## src/rtl/rpn_operand_stack_pkg.sv

```systemverilog
// Shared definitions for the RPN operand stack and its control FSM.
// Op encodings are {PUSH,POP}.
package rpn_operand_stack_pkg;

  localparam int DEF_WIDTH = 8;
  localparam int DEF_DEPTH = 4;

  typedef enum logic [1:0] {
    OP_HOLD = 2'b00,
    OP_POP  = 2'b01,
    OP_PUSH = 2'b10,
    OP_REPL = 2'b11
  } op_e;

  function automatic logic op_removes(op_e op);
    return (op == OP_POP) || (op == OP_REPL);
  endfunction

endpackage

```

## src/rtl/rpn_operand_stack_if.sv

```systemverilog
// Request/status bundle between the RPN control FSM and the operand stack.
// The master issues push/pop/replace requests and observes the operands.
interface rpn_operand_stack_if #(
  parameter int WIDTH = 8,
  parameter int DEPTH = 4
);

  localparam int CW = $clog2(DEPTH + 1);

  logic             push;
  logic             pop;
  logic [WIDTH-1:0] d;
  logic             clear_err;
  logic [WIDTH-1:0] top;
  logic [WIDTH-1:0] next;
  logic [CW-1:0]    count;
  logic             empty;
  logic             full;
  logic             overflow;
  logic             underflow;

  modport master (
    output push, pop, d, clear_err,
    input  top, next, count, empty, full,
    input  overflow, underflow
  );

  modport slave (
    input  push, pop, d, clear_err,
    output top, next, count, empty, full,
    output overflow, underflow
  );

endinterface

```

## src/rtl/rpn_operand_stack_reg_load_n.sv

```systemverilog
// WIDTH-bit storage register with load enable and
// synchronous active-low clear.
module reg_load_n #(
  parameter int WIDTH = 8
) (
  input  logic             i_clk,
  input  logic             i_clr_n,
  input  logic             i_load,
  input  logic [WIDTH-1:0] i_d,
  output logic [WIDTH-1:0] o_q
);

  logic [WIDTH-1:0] r_q;

  always_ff @(posedge i_clk) begin
    if (!i_clr_n) begin
      r_q <= '0;
    end else if (i_load) begin
      r_q <= i_d;
    end
  end

  assign o_q = r_q;

endmodule

```

## src/rtl/rpn_operand_stack.sv

```systemverilog
// LIFO operand stack exposing the top two entries to the ALU.
// Supports push, pop and replace with sticky overflow/underflow flags.
module rpn_operand_stack
  import rpn_operand_stack_pkg::*;
#(
  parameter int WIDTH = DEF_WIDTH,
  parameter int DEPTH = DEF_DEPTH
) (
  input  logic                i_clk,
  input  logic                i_rst_n,
  rpn_operand_stack_if.slave  io_stk
);

  localparam int CW = $clog2(DEPTH + 1);

  logic [CW-1:0]    r_count;
  logic             r_ovf;
  logic             r_unf;

  op_e              w_op;
  logic             w_full;
  logic             w_empty;
  logic             w_push_ok;
  logic             w_pop_ok;
  logic             w_ovf_ev;
  logic             w_unf_ev;
  logic [DEPTH-1:0] w_load;
  logic [WIDTH-1:0] w_q [DEPTH];
  logic [WIDTH-1:0] w_top;
  logic [WIDTH-1:0] w_next;

  assign w_op      = op_e'({io_stk.push, io_stk.pop});
  assign w_full    = (r_count == CW'(DEPTH));
  assign w_empty   = (r_count == '0);
  assign w_push_ok = (w_op == OP_PUSH) && !w_full;
  assign w_pop_ok  = (w_op == OP_POP) && !w_empty;
  assign w_ovf_ev  = (w_op == OP_PUSH) && w_full;
  assign w_unf_ev  = op_removes(w_op) && w_empty;

  // Replace targets the current top, i.e. entry COUNT-1.
  for (genvar g = 0; g < DEPTH; g++) begin : g_ent
    assign w_load[g] =
      (w_push_ok && (r_count == CW'(g))) ||
      ((w_op == OP_REPL) && (r_count == CW'(g + 1)));

    reg_load_n #(.WIDTH(WIDTH)) u_ent (
      .i_clk   (i_clk),
      .i_clr_n (i_rst_n),
      .i_load  (w_load[g]),
      .i_d     (io_stk.d),
      .o_q     (w_q[g])
    );
  end

  always_ff @(posedge i_clk) begin
    if (!i_rst_n) begin
      r_count <= '0;
      r_ovf   <= 1'b0;
      r_unf   <= 1'b0;
    end else begin
      if (w_push_ok) begin
        r_count <= r_count + CW'(1);
      end else if (w_pop_ok) begin
        r_count <= r_count - CW'(1);
      end
      // A fresh error outranks a clear in the same cycle.
      if (w_ovf_ev) begin
        r_ovf <= 1'b1;
      end else if (io_stk.clear_err) begin
        r_ovf <= 1'b0;
      end
      if (w_unf_ev) begin
        r_unf <= 1'b1;
      end else if (io_stk.clear_err) begin
        r_unf <= 1'b0;
      end
    end
  end

  always_comb begin
    w_top  = '0;
    w_next = '0;
    for (int i = 0; i < DEPTH; i++) begin
      if (r_count == CW'(i + 1)) begin
        w_top = w_q[i];
      end
      if (r_count == CW'(i + 2)) begin
        w_next = w_q[i];
      end
    end
  end

  assign io_stk.top       = w_top;
  assign io_stk.next      = w_next;
  assign io_stk.count     = r_count;
  assign io_stk.empty     = w_empty;
  assign io_stk.full      = w_full;
  assign io_stk.overflow  = r_ovf;
  assign io_stk.underflow = r_unf;

endmodule

```

## src/flat_wrapper.sv

```systemverilog
// flat-port wrapper written by rule: the top's interface ports become plain ports
module rpn_operand_stack_flat import rpn_operand_stack_pkg::*;
#(
  parameter int WIDTH = DEF_WIDTH,
  parameter int DEPTH = DEF_DEPTH
)
  (i_clk, i_rst_n, io_stk_push, io_stk_pop, io_stk_d, io_stk_clear_err, io_stk_top, io_stk_next, io_stk_count, io_stk_empty, io_stk_full, io_stk_overflow, io_stk_underflow);
  rpn_operand_stack_if #(.WIDTH(WIDTH), .DEPTH(DEPTH)) io_stk_i ();
  input  logic i_clk;
  input  logic i_rst_n;
  input wire logic [$bits(io_stk_i.push)-1:0] io_stk_push;
  input wire logic [$bits(io_stk_i.pop)-1:0] io_stk_pop;
  input wire logic [$bits(io_stk_i.d)-1:0] io_stk_d;
  input wire logic [$bits(io_stk_i.clear_err)-1:0] io_stk_clear_err;
  output wire logic [$bits(io_stk_i.top)-1:0] io_stk_top;
  output wire logic [$bits(io_stk_i.next)-1:0] io_stk_next;
  output wire logic [$bits(io_stk_i.count)-1:0] io_stk_count;
  output wire logic [$bits(io_stk_i.empty)-1:0] io_stk_empty;
  output wire logic [$bits(io_stk_i.full)-1:0] io_stk_full;
  output wire logic [$bits(io_stk_i.overflow)-1:0] io_stk_overflow;
  output wire logic [$bits(io_stk_i.underflow)-1:0] io_stk_underflow;
  assign io_stk_i.push = io_stk_push;
  assign io_stk_i.pop = io_stk_pop;
  assign io_stk_i.d = io_stk_d;
  assign io_stk_i.clear_err = io_stk_clear_err;
  assign io_stk_top = io_stk_i.top;
  assign io_stk_next = io_stk_i.next;
  assign io_stk_count = io_stk_i.count;
  assign io_stk_empty = io_stk_i.empty;
  assign io_stk_full = io_stk_i.full;
  assign io_stk_overflow = io_stk_i.overflow;
  assign io_stk_underflow = io_stk_i.underflow;
  rpn_operand_stack #(.WIDTH(WIDTH), .DEPTH(DEPTH)) u_core (.i_clk(i_clk), .i_rst_n(i_rst_n), .io_stk(io_stk_i));
endmodule
```

## config.mk

```make
export PLATFORM = sky130hd
export DESIGN_NAME = rpn_operand_stack_flat
export DESIGN_NICKNAME = d
export VERILOG_FILES = /design/src/rtl/rpn_operand_stack_pkg.sv /design/src/rtl/rpn_operand_stack_if.sv /design/src/rtl/rpn_operand_stack_reg_load_n.sv /design/src/rtl/rpn_operand_stack.sv /design/src/flat_wrapper.sv
export SDC_FILE = /design/constraint.sdc
export NUM_CORES = 1
export LEC_CHECK = 0
export ABC_AREA = 1
export BUFFER_PORTS_ARGS = -buffer_cell sky130_fd_sc_hd__buf_2
export CAP_MARGIN = 25
export CORE_ASPECT_RATIO = 1.75
export CORE_MARGIN = 1
export CORE_UTILIZATION = 35
export CTS_BUF_LIST = sky130_fd_sc_hd__clkbuf_4 sky130_fd_sc_hd__clkbuf_8
export CTS_CLUSTER_SIZE = 24
export DETAILED_ROUTE_END_ITERATION = 10
export PLACE_DENSITY = 0.55
export SYNTH_ARGS = -nofsm -noshare
export SYNTH_HDL_FRONTEND = slang
export SYNTH_SLANG_ARGS = --single-unit
```

## constraint.sdc

```tcl
create_clock -name i_clk -period 1.91 [get_ports i_clk]
set_clock_uncertainty 0.05 [all_clocks]
set_input_delay 0.191 -clock i_clk [delete_from_list [all_inputs] [get_ports i_clk]]
set_output_delay 0.191 -clock i_clk [all_outputs]
set_load 0.03 [all_outputs]
```

==> out/qor.yml, run 1 <==
status: "finished clean"
critPathKind: "reg2out"
place_congestion: 0.875
r2r_cells: 9
io_buffer_count: 35
switching_share_pct: 39.3
cpMaxStageDelayCell: "dfxtp_4"
die_x_um: 64.9
htreeDepth: 2
boundaryPins: 36
cts_tree: "built"
yosysWarnings: 0
synth_fa_ha_area_share_pct: 3.10
fin_crit_sh_pct: 99.2
holdPathStages: 4
start_util_pct: 36.8
use_met2_pct: 35.1
setup_violations: 0
p_clk_share_pct: 20.6
clock_latency_ns: 0.30
ys_seq_area_share_pct: 30.6
routedWlPerCell_um: 14.2
p_int_mw: 1.53
tns_ns: 0
ys_types: 18
nets: 455
synth_seq_cells: 37
critPathBufInv: 4
synth_top_cell_area_share_pct: 30.6
num_vias: 2615
drv_slew: 0
ant_nets: 0
postCtsHoldBufs: 0
die-area_um2: 7270
required_ns: 1.67
die_h_um: 112
yosys.area_share.simple_pct: 44.8
cp_cell_sequence: "inv_4, ha_4, nand2_4, clkinvlp_4, buf_6, a21oi_1, nand2_1, nand2_1, buf_6"
cts.sink_count: 37
critPathCaptureType: "primary output"
worstMarginPinSlew_ns: 0.335
grt.busiest_layer: "met2"
final_area_um2: 3300
routed_wl_um: 7360
grt_max_degree: 28
syn_inst: 384
min_period_ns: 1.90
peakVddDrop_mv: 0.422
critPathLaunchType: "flip-flop"
hold_viol_final: 0
clk_pin_slew_ns: 0.08
cts_buffer_depth: 2
dp_hpwl_um: 4820
num_rows: 39
crit_fanout: 4
cp.depth: 9
synth_compound_area_share_pct: 10.3
maxCapViolations: 0
syn-num-nets: 403
worstPathArrival_ns: 1.65
grtUsageMet3_pct: 4.47
root_buffer: "clkbuf_8"
fin_util_pct: 50.1
grt_antenna_before_repair: 0
min_path_type: "in2reg"
power_leakage_nw: 1.69
diodes: 0
max_freq_ghz: 0.528
first_pass_iters: 4
coreArea_um2: 6590
synthMuxAreaShare_pct: 0
placed_cell_area_um2: 2650
grt_pass1_wl_um: 11200
vias_per_cell: 5.06
yosysTopAreaCell: "dfxtp_1"
cts_made_buffers: 5
grt_pass1_vias: 2323
synthesis.area_um2: 2420
synth_top_family_by_area: "simple AND/OR/NAND/NOR gates"
p_sw_mw: 0.992
overflow: 0
relSlewSlack_pct: 77.6
synthXorXnorAreaFrac_pct: 0
grt.total_usage_pct: 20.4
layout_commonest_cell: "nand2_1"
drtIter0Drc: 248
critPathTopFamily: "buffers and inverters"
power_frac_comb_pct: 43.2
rsz0062_at_grt: "true"
syn_avg_cell_area_um2: 6.31
drive_above_1_share_pct: 32.0
layout_common_cells: "nand2_1 (107), a21oi_1 (41), nor2_1 (38), nand3_1 (35), dfxtp_1 (34)"
drc_errors: 0
p_seq_share_pct: 36.2
finalPower_mw: 2.52
grtUsageMet1_pct: 23.1
synth.area.top_cells: "dfxtp_1 (31%), nand2_1 (18%), nand3_1 (11%)"
power_density_nw_per_um2: 765
slowest_delay_ns: 0.40
area_growth_pct: 36.2
## worst reg2reg max path, stage by stage, from the launching register on
cell and delay (ns):
dfxtp_4 0.40, inv_4 0.06, ha_4 0.17, inv_2 0.14, nor2_4 0.08, buf_4 0.14, nand2_2 0.26, nand3b_1 0.14
nand2_1 0.08, nor2_1 0.04
## cell type report
class                   count  area [µm²]
fillers                   684        3290
repair buffers             65         596
flip-flops and latches     37         749
multi-input cells         292        1620
clock inverters             1        5.00
well taps                  82         103
clock buffers               5        68.8
inverters                  35         155
## synth_stat cells (all sizes together)
library cell	count
nand2	125
nand3	52
a21oi	50
nor2	41
dfxtp	37
inv	35
buf	17
nand3b	16
ha	6
clkbuf	4
nand4	1
## logic make-up (layout without fill, tap and decap cells)
group | after synthesis | after routing
AND/OR/NAND/NOR | 235 | 236
buffers and inverters | 56 | 106
AO/OA/AOI/OAI | 50 | 50
flip-flops | 37 | 37
adder cells (fa/ha/maj) | 6 | 6
## final timing paths
kind / from / to / slack, ns
worst max-delay path: u_core.io_stk.count[1]$_SDFFE_PN0P_ / io_stk_next[0] / 0.01
worst min-delay path: io_stk_clear_err / u_core.io_stk.overflow$_SDFFE_PN0P_ / 0.09
worst max register to register: u_core.io_stk.count[1]$_SDFFE_PN0P_ / u_core.g_ent[1].u_ent.o_q[3]$_SDFFE_PN0P_ / 0.26
worst min register to register: u_core.io_stk.underflow$_SDFFE_PN0P_ / u_core.io_stk.underflow$_SDFFE_PN0P_ / 0.41
## power by group through the flow
stage | combinational [mW] | sequential, mW | clock (mW)
floorplan | 0.613 | 0.921 | 0
global placement | 0.805 | 0.912 | 0
detailed placement | 0.809 | 0.914 | 0
CTS | 0.923 | 0.899 | 0.537
global route | 1.19 | 0.924 | 0.561
finish | 1.09 | 0.914 | 0.519
## metrics by stage
step / hold slack [ns] / cells / setup WS [ns]
after floorplan: 0.273 / 384 / 0.00516
after global placement: 0.399 / 487 / 0.176
after detailed placement: 0.405 / 487 / 0.151
after CTS: 0.0909 / 508 / 0.00157
after global routing: 0.111 / 517 / -0.0496
final: 0.0948 / 517 / 0.0145
## flip-flops by register name, summed over array words and instances (netlist names)
signal / cells
u_core.g_ent.u_ent.o_q: 32
u_core.io_stk.count: 3
u_core.io_stk.underflow: 1
u_core.io_stk.overflow: 1
## per-layer routing
layer	vias up	share of wire (%)
met5	-	0
met3	21	4.7
met4	0	3.4
li1	1333	-
met2	76	53
met1	1185	39
## timing repair
item	CTS	global route
pin swaps	4	30
cloned	1	3
setup buffers	14	6
endpoints found under the setup margin	16	16
hold endpoints to repair	0	0
resized for setup	33	68
Note: power is estimated with default switching activity, not from simulation.
==> run 2: changes to the inputs <==
Settings changed: PLACE_DENSITY 0.55 to 0.61.
==> out/qor.yml, run 2 (same netlist as run 1, synthesis figures left out) <==
status: "finished with violations"
violations: "setup timing"
fin_crit_sh_pct: 101  # +2.2 points
p_int_mw: 1.53  # about the same
cp-startpoint: "u_core.io_stk.count[0]$_SDFFE_PN0P_"
drtIter0Drc: 219  # -12%
relSlewSlack_pct: 54.4  # -23 points
ant_nets: 0  # unchanged
peakVddDrop_mv: 0.344  # -19%
final_area_um2: 3230  # -2.1%
p_seq_share_pct: 36.0  # -0.2 points
power_leakage_nw: 1.65  # -2.1%
coreArea_um2: 6590  # unchanged
drv_slew: 0  # unchanged
grt_antenna_before_repair: 0  # unchanged
num_rows: 39  # unchanged
crit_path_end: "io_stk_next[0]"
grt_max_degree: 37  # +32%
cts_made_buffers: 5  # unchanged
place_congestion: 0.856  # -2.2%
grt_pass1_wl_um: 11900  # +5.4%
diodes: 0  # unchanged
dp_hpwl_um: 4810  # -0.21%
die-area_um2: 7270  # unchanged
clock_latency_ns: 0.30  # about the same
io_buffer_count: 35  # unchanged
first_pass_iters: 5  # +1
area_growth_pct: 33.3
max_freq_ghz: 0.516  # -2.2%
rsz0062_at_grt: "true"
root_buffer: "clkbuf_8"
cpMaxStageDelayCell: "dfxtp_4"
timing.final.ws_setup_ns: -0.0279  # -0.0424 ns
layout_commonest_cell: "nand2_1"
drc_errors: 0  # unchanged
cts_buffer_depth: 2  # unchanged
cts.sink_count: 37  # unchanged
min_period_ns: 1.94  # +0.0424 ns
critPathKind: "reg2out"
rrSetupSlack_ns: 0.13  # -0.13 ns
clk_pin_slew_ns: 0.07  # about the same
drive_above_1_share_pct: 31.3  # -0.70 points
die_x_um: 64.9  # unchanged
power_density_nw_per_um2: 788  # +3.0%
hold_ws_ns: 0.107  # +0.0125 ns
die_h_um: 112  # unchanged
power_frac_comb_pct: 41.7  # -1.5 points
switching_share_pct: 39.8  # +0.53 points
grt.total_usage_pct: 21.6  # +1.2 points
hold_viol_final: 0  # unchanged
maxCapViolations: 0  # unchanged
start_util_pct: 36.8  # unchanged
overflow: 0  # unchanged
crit_fanout: 8  # +4
num_vias: 2610  # -0.19%
boundaryPins: 36  # unchanged
placed_cell_area_um2: 2610  # -1.5%
timing.rr.start: "u_core.io_stk.count[0]$_SDFFE_PN0P_"
nets: 450  # -1.1%
setup_violations: 7  # +7
cts_tree: "built"
p_clk_share_pct: 22.3  # +1.7 points
routed_wl_um: 7440  # +1.1%
critPathCaptureType: "primary output"
r2r_end: "u_core.g_ent[1].u_ent.o_q[0]$_SDFFE_PN0P_"
vias_per_cell: 5.08  # +0.39%
cp_cell_sequence: "ha_4, ha_4, clkinvlp_4, buf_6, nand3_2, nand3_2, nand2_1, nand2_1, buf_6"
tns_ns: -0.113  # -0.113 ns
required_ns: 1.67  # about the same
min_path_type: "in2reg"
r2r_cells: 11  # +2
p_sw_mw: 1.01  # +2.2%
critPathLaunchType: "flip-flop"
worstPathArrival_ns: 1.70  # +0.05 ns
layout_common_cells: "nand2_1 (108), a21oi_1 (44), nor2_1 (38), dfxtp_1 (34), nand3_1 (32)"
routedWlPerCell_um: 14.5  # +1.7%
grt_pass1_vias: 2298  # -1.1%
htreeDepth: 2  # unchanged
largest_reg_flops: 32  # unchanged
worstMarginPinSlew_ns: 0.684  # +0.350 ns
slowest_delay_ns: 0.41  # about the same
[run 2: cell count changes in the layout (fill, tap and decap cells not counted), sizes merged]
cell	before	now
clkinv	1	2
clkbuf	7	6
clkinvlp	1	2
inv	34	33
buf	63	60
[run 2: worst min-delay path by stage]
stage	startpoint	to	slack, ns	depth (start not counted)
3_5_place_dp	io_stk_clear_err	u_core.io_stk.underflow$_SDFFE_PN0P_	0.42	4
2_1_floorplan	io_stk_d[0]	u_core.g_ent[3].u_ent.o_q[0]$_SDFFE_PN0P_	0.27	2
4_1_cts	io_stk_clear_err	u_core.io_stk.underflow$_SDFFE_PN0P_	0.1	4
3_3_place_gp	u_core.io_stk.underflow$_SDFFE_PN0P_	u_core.io_stk.underflow$_SDFFE_PN0P_	0.41	2
5_1_grt	io_stk_clear_err	u_core.io_stk.underflow$_SDFFE_PN0P_	0.12	4
6_report	io_stk_clear_err	u_core.io_stk.underflow$_SDFFE_PN0P_	0.11	4
[run 2: routing by layer]
layer	GRT usage (%)	share of wire (%)	wire length [µm]	vias up
met2	34.7	49	3670	93
li1	-	-	-	1329
met4	14.5	5.1	382	0
met3	3.76	4.1	304	24
met1	25.6	41	3080	1164
met5	0	0	0	-
[run 2: timing repair]
action,4_1_cts,5_1_grt
setup buffers,14,5
setup endpoints to repair,16,16
hold endpoints to repair,0,0
hold buffers,0,0
pin swaps,3,28
gates resized for setup,45,59
cloned,2,0
[run 2: power by group through the flow]
stage	registers (mW)	logic, mW	clock network, mW
6_report	0.917	1.06	0.566
5_1_grt	0.924	1.15	0.618
4_1_cts	0.904	0.932	0.581
3_5_place_dp	0.913	0.800	0
3_3_place_gp	0.911	0.792	0
2_1_floorplan	0.921	0.613	0
[run 2: worst max-delay path, delay by kind of cell, from the launching register on]
kind                     cells  cell delay (ns)
AND/OR/NAND/NOR              4             0.27
buffers and inverters        3             0.41
flip-flops                   1             0.41
adder cells (fa/ha/maj)      2             0.29
[run 2: metrics by stage]
stage | setup slack [ns] | utilization (%) | power, mW | cells
floorplan | 0.00516 | - | 1.53 | 384
global placement | 0.112 | 39.6 | 1.70 | 485
detailed placement | 0.0517 | 39.6 | 1.71 | 485
CTS | -0.00721 | 44.9 | 2.42 | 509
global route | -0.0990 | 49.0 | 2.69 | 514
finish | -0.0279 | 49.0 | 2.54 | 514
[run 2: layout make-up]
cell class / count / area [µm²]
Fill cell: 674 / 3360
Multi-Input combinational cell: 292 / 1630
Sequential cell: 37 / 749
Timing Repair Buffer: 60 / 505
Inverter: 35 / 161
Tap cell: 82 / 103
Clock buffer: 6 / 76.3
Clock inverter: 2 / 10.0
==> run 3: changes to the inputs <==
Settings changed: CORE_ASPECT_RATIO 1.75 to 1.2.
==> out/qor.yml, run 3 (same netlist as run 1, synthesis figures left out) <==
grt_max_degree: 37  # unchanged
clk_pin_slew_ns: 0.07  # about the same
layout_commonest_cell: "nand2_1"
power_leakage_nw: 1.77  # +7.2%
required_ns: 1.67  # about the same
min_from: "io_stk_clear_err"
tns_ns: -0.320  # -0.207 ns
drive_above_1_share_pct: 36.2  # +4.9 points
num_vias: 2887  # +11%
hold_path_end: "u_core.io_stk.overflow$_SDFFE_PN0P_"
diodes: 0  # unchanged
io_buffer_count: 35  # unchanged
cts.sink_count: 37  # unchanged
critPathLaunchType: "flip-flop"
area_growth_pct: 42.5
peakVddDrop_mv: 0.420  # +22%
fin_crit_sh_pct: 103  # +1.2 points
grt_pass1_vias: 2577  # +12%
placed_cell_area_um2: 2620  # +0.34%
clock_latency_ns: 0.29  # about the same
cts_buffer_depth: 2  # unchanged
nets: 460  # +2.2%
overflow: 0  # unchanged
critPathKind: "reg2out"
num_rows: 32  # -18%
final_area_um2: 3450  # +6.9%
rrSetupSlack_ns: 0.13  # about the same
grt_antenna_before_repair: 0  # unchanged
worstPathArrival_ns: 1.72  # +0.02 ns
holdPathStages: 4  # unchanged
grt.total_usage_pct: 22.3  # +0.71 points
cts_made_buffers: 5  # unchanged
hold_viol_final: 0  # unchanged
place_ws_ns: 0.116  # +0.0648 ns
max_freq_ghz: 0.510  # -1.1%
setup_violations: 12  # +5
vias_per_cell: 5.48  # +7.9%
drv_slew: 0  # unchanged
routed_wl_um: 8420  # +13%
rsz0062_at_grt: "true"
boundaryPins: 36  # unchanged
cts_tree: "built"
min_period_ns: 1.96  # +0.0220 ns
die-area_um2: 7260  # -0.16%
status: "finished with violations"
htreeDepth: 2  # unchanged
die_x_um: 78.0  # +20%
timing.rr.start: "u_core.io_stk.count[1]$_SDFFE_PN0P_"
largest_reg_flops: 32  # unchanged
critPathCaptureType: "primary output"
layout_common_cells: "nand2_1 (96), a21oi_1 (41), nor2_1 (38), dfxtp_1 (34), nand3_1 (32)"
relSlewSlack_pct: 53.6  # -0.72 points
maxCapViolations: 0  # unchanged
power_density_nw_per_um2: 823  # +4.4%
drtIter0Drc: 251  # +15%
routedWlPerCell_um: 16.0  # +10%
postCtsHoldBufs: 0  # unchanged
r2r_cells: 11  # unchanged
crit_fanout: 5  # -3
min_path_type: "in2reg"
worstMarginPinSlew_ns: 0.695  # +0.0109 ns
coreArea_um2: 6570  # -0.32%
die_h_um: 93.2  # -17%
drc_errors: 0  # unchanged
ant_nets: 0  # unchanged
r2r_end: "u_core.g_ent[0].u_ent.o_q[6]$_SDFFE_PN0P_"
timing.final.ws_setup_ns: -0.0499  # -0.0220 ns
first_pass_iters: 5  # unchanged
place_congestion: 0.925  # +8.1%
dp_hpwl_um: 4730  # -1.6%
violations: "setup timing"
grt_pass1_wl_um: 12500  # +5.3%
root_buffer: "clkbuf_8"
start_util_pct: 36.9  # +0.12 points
-- run 3: timing repair --
| item | 4_1_cts | 5_1_grt |
|---|---|---|
| cloned | 3 | 3 |
| gates resized for setup | 79 | 53 |
| pin swaps | 21 | 36 |
| endpoints found under the setup margin | 16 | 16 |
| setup buffers | 17 | 10 |
-- run 3: worst max-delay path by stage --
stage                                              from                                   endpoint  slack (ns)  depth (start not counted)
floorplan           u_core.io_stk.count[1]$_SDFFE_PN0P_                             io_stk_next[5]       0.005                          8
detailed placement  u_core.io_stk.count[0]$_SDFFE_PN0P_  u_core.g_ent[3].u_ent.o_q[0]$_SDFFE_PN0P_        0.12                          7
global placement    u_core.io_stk.count[0]$_SDFFE_PN0P_                             io_stk_next[7]        0.14                          8
finish              u_core.io_stk.count[0]$_SDFFE_PN0P_                             io_stk_next[0]       -0.05                          8
CTS                 u_core.io_stk.count[0]$_SDFFE_PN0P_                             io_stk_next[4]       -0.04                         10
global route        u_core.io_stk.count[1]$_SDFFE_PN0P_                             io_stk_next[2]       -0.11                         10
-- run 3: where the power goes --
group	total, mW	switching [mW]	leakage, nW	internal [mW]
combinational	1.19	0.718	1.41	0.470
clock	0.724	0.284	0.0619	0.440
sequential	0.928	0.0835	0.303	0.845
-- run 3: area by class of cell --
class,count,area [µm²]
flip-flops and latches,37,752
multi-input cells,293,1710
repair buffers,67,576
inverters,35,168
clock buffers,7,90.1
fillers,612,3110
well taps,85,106
clock inverters,1,30.0
repair inverters,2,20.0
-- run 3: critical path: stages, from the launching register on --
cell	delay [ns]
dfxtp_4	0.38
inv_4	0.09
ha_2	0.30
nand2_8	0.12
buf_4	0.18
nand3_2	0.07
nand2_1	0.06
nand2_1	0.10
buf_6	0.14
-- run 3: per-layer routing --
metal  share of wire [%]  up-vias  GRT usage [%]
met3                 6.0       56           4.98
met1                  39     1330           25.7
met4                 7.0        0           12.3
met2                  48      146           38.1
met5                   0        -              0
li1                    -     1355              -
-- run 3: stage by stage --
stage	util, %	instances	hold slack [ns]	total power, mW
2_1_floorplan	-	384	0.273	1.53
3_3_place_gp	39.8	487	0.401	1.70
3_5_place_dp	39.8	487	0.410	1.72
4_1_cts	48.7	515	0.107	2.66
5_1_grt	52.6	527	0.146	2.98
6_report	52.6	527	0.108	2.84
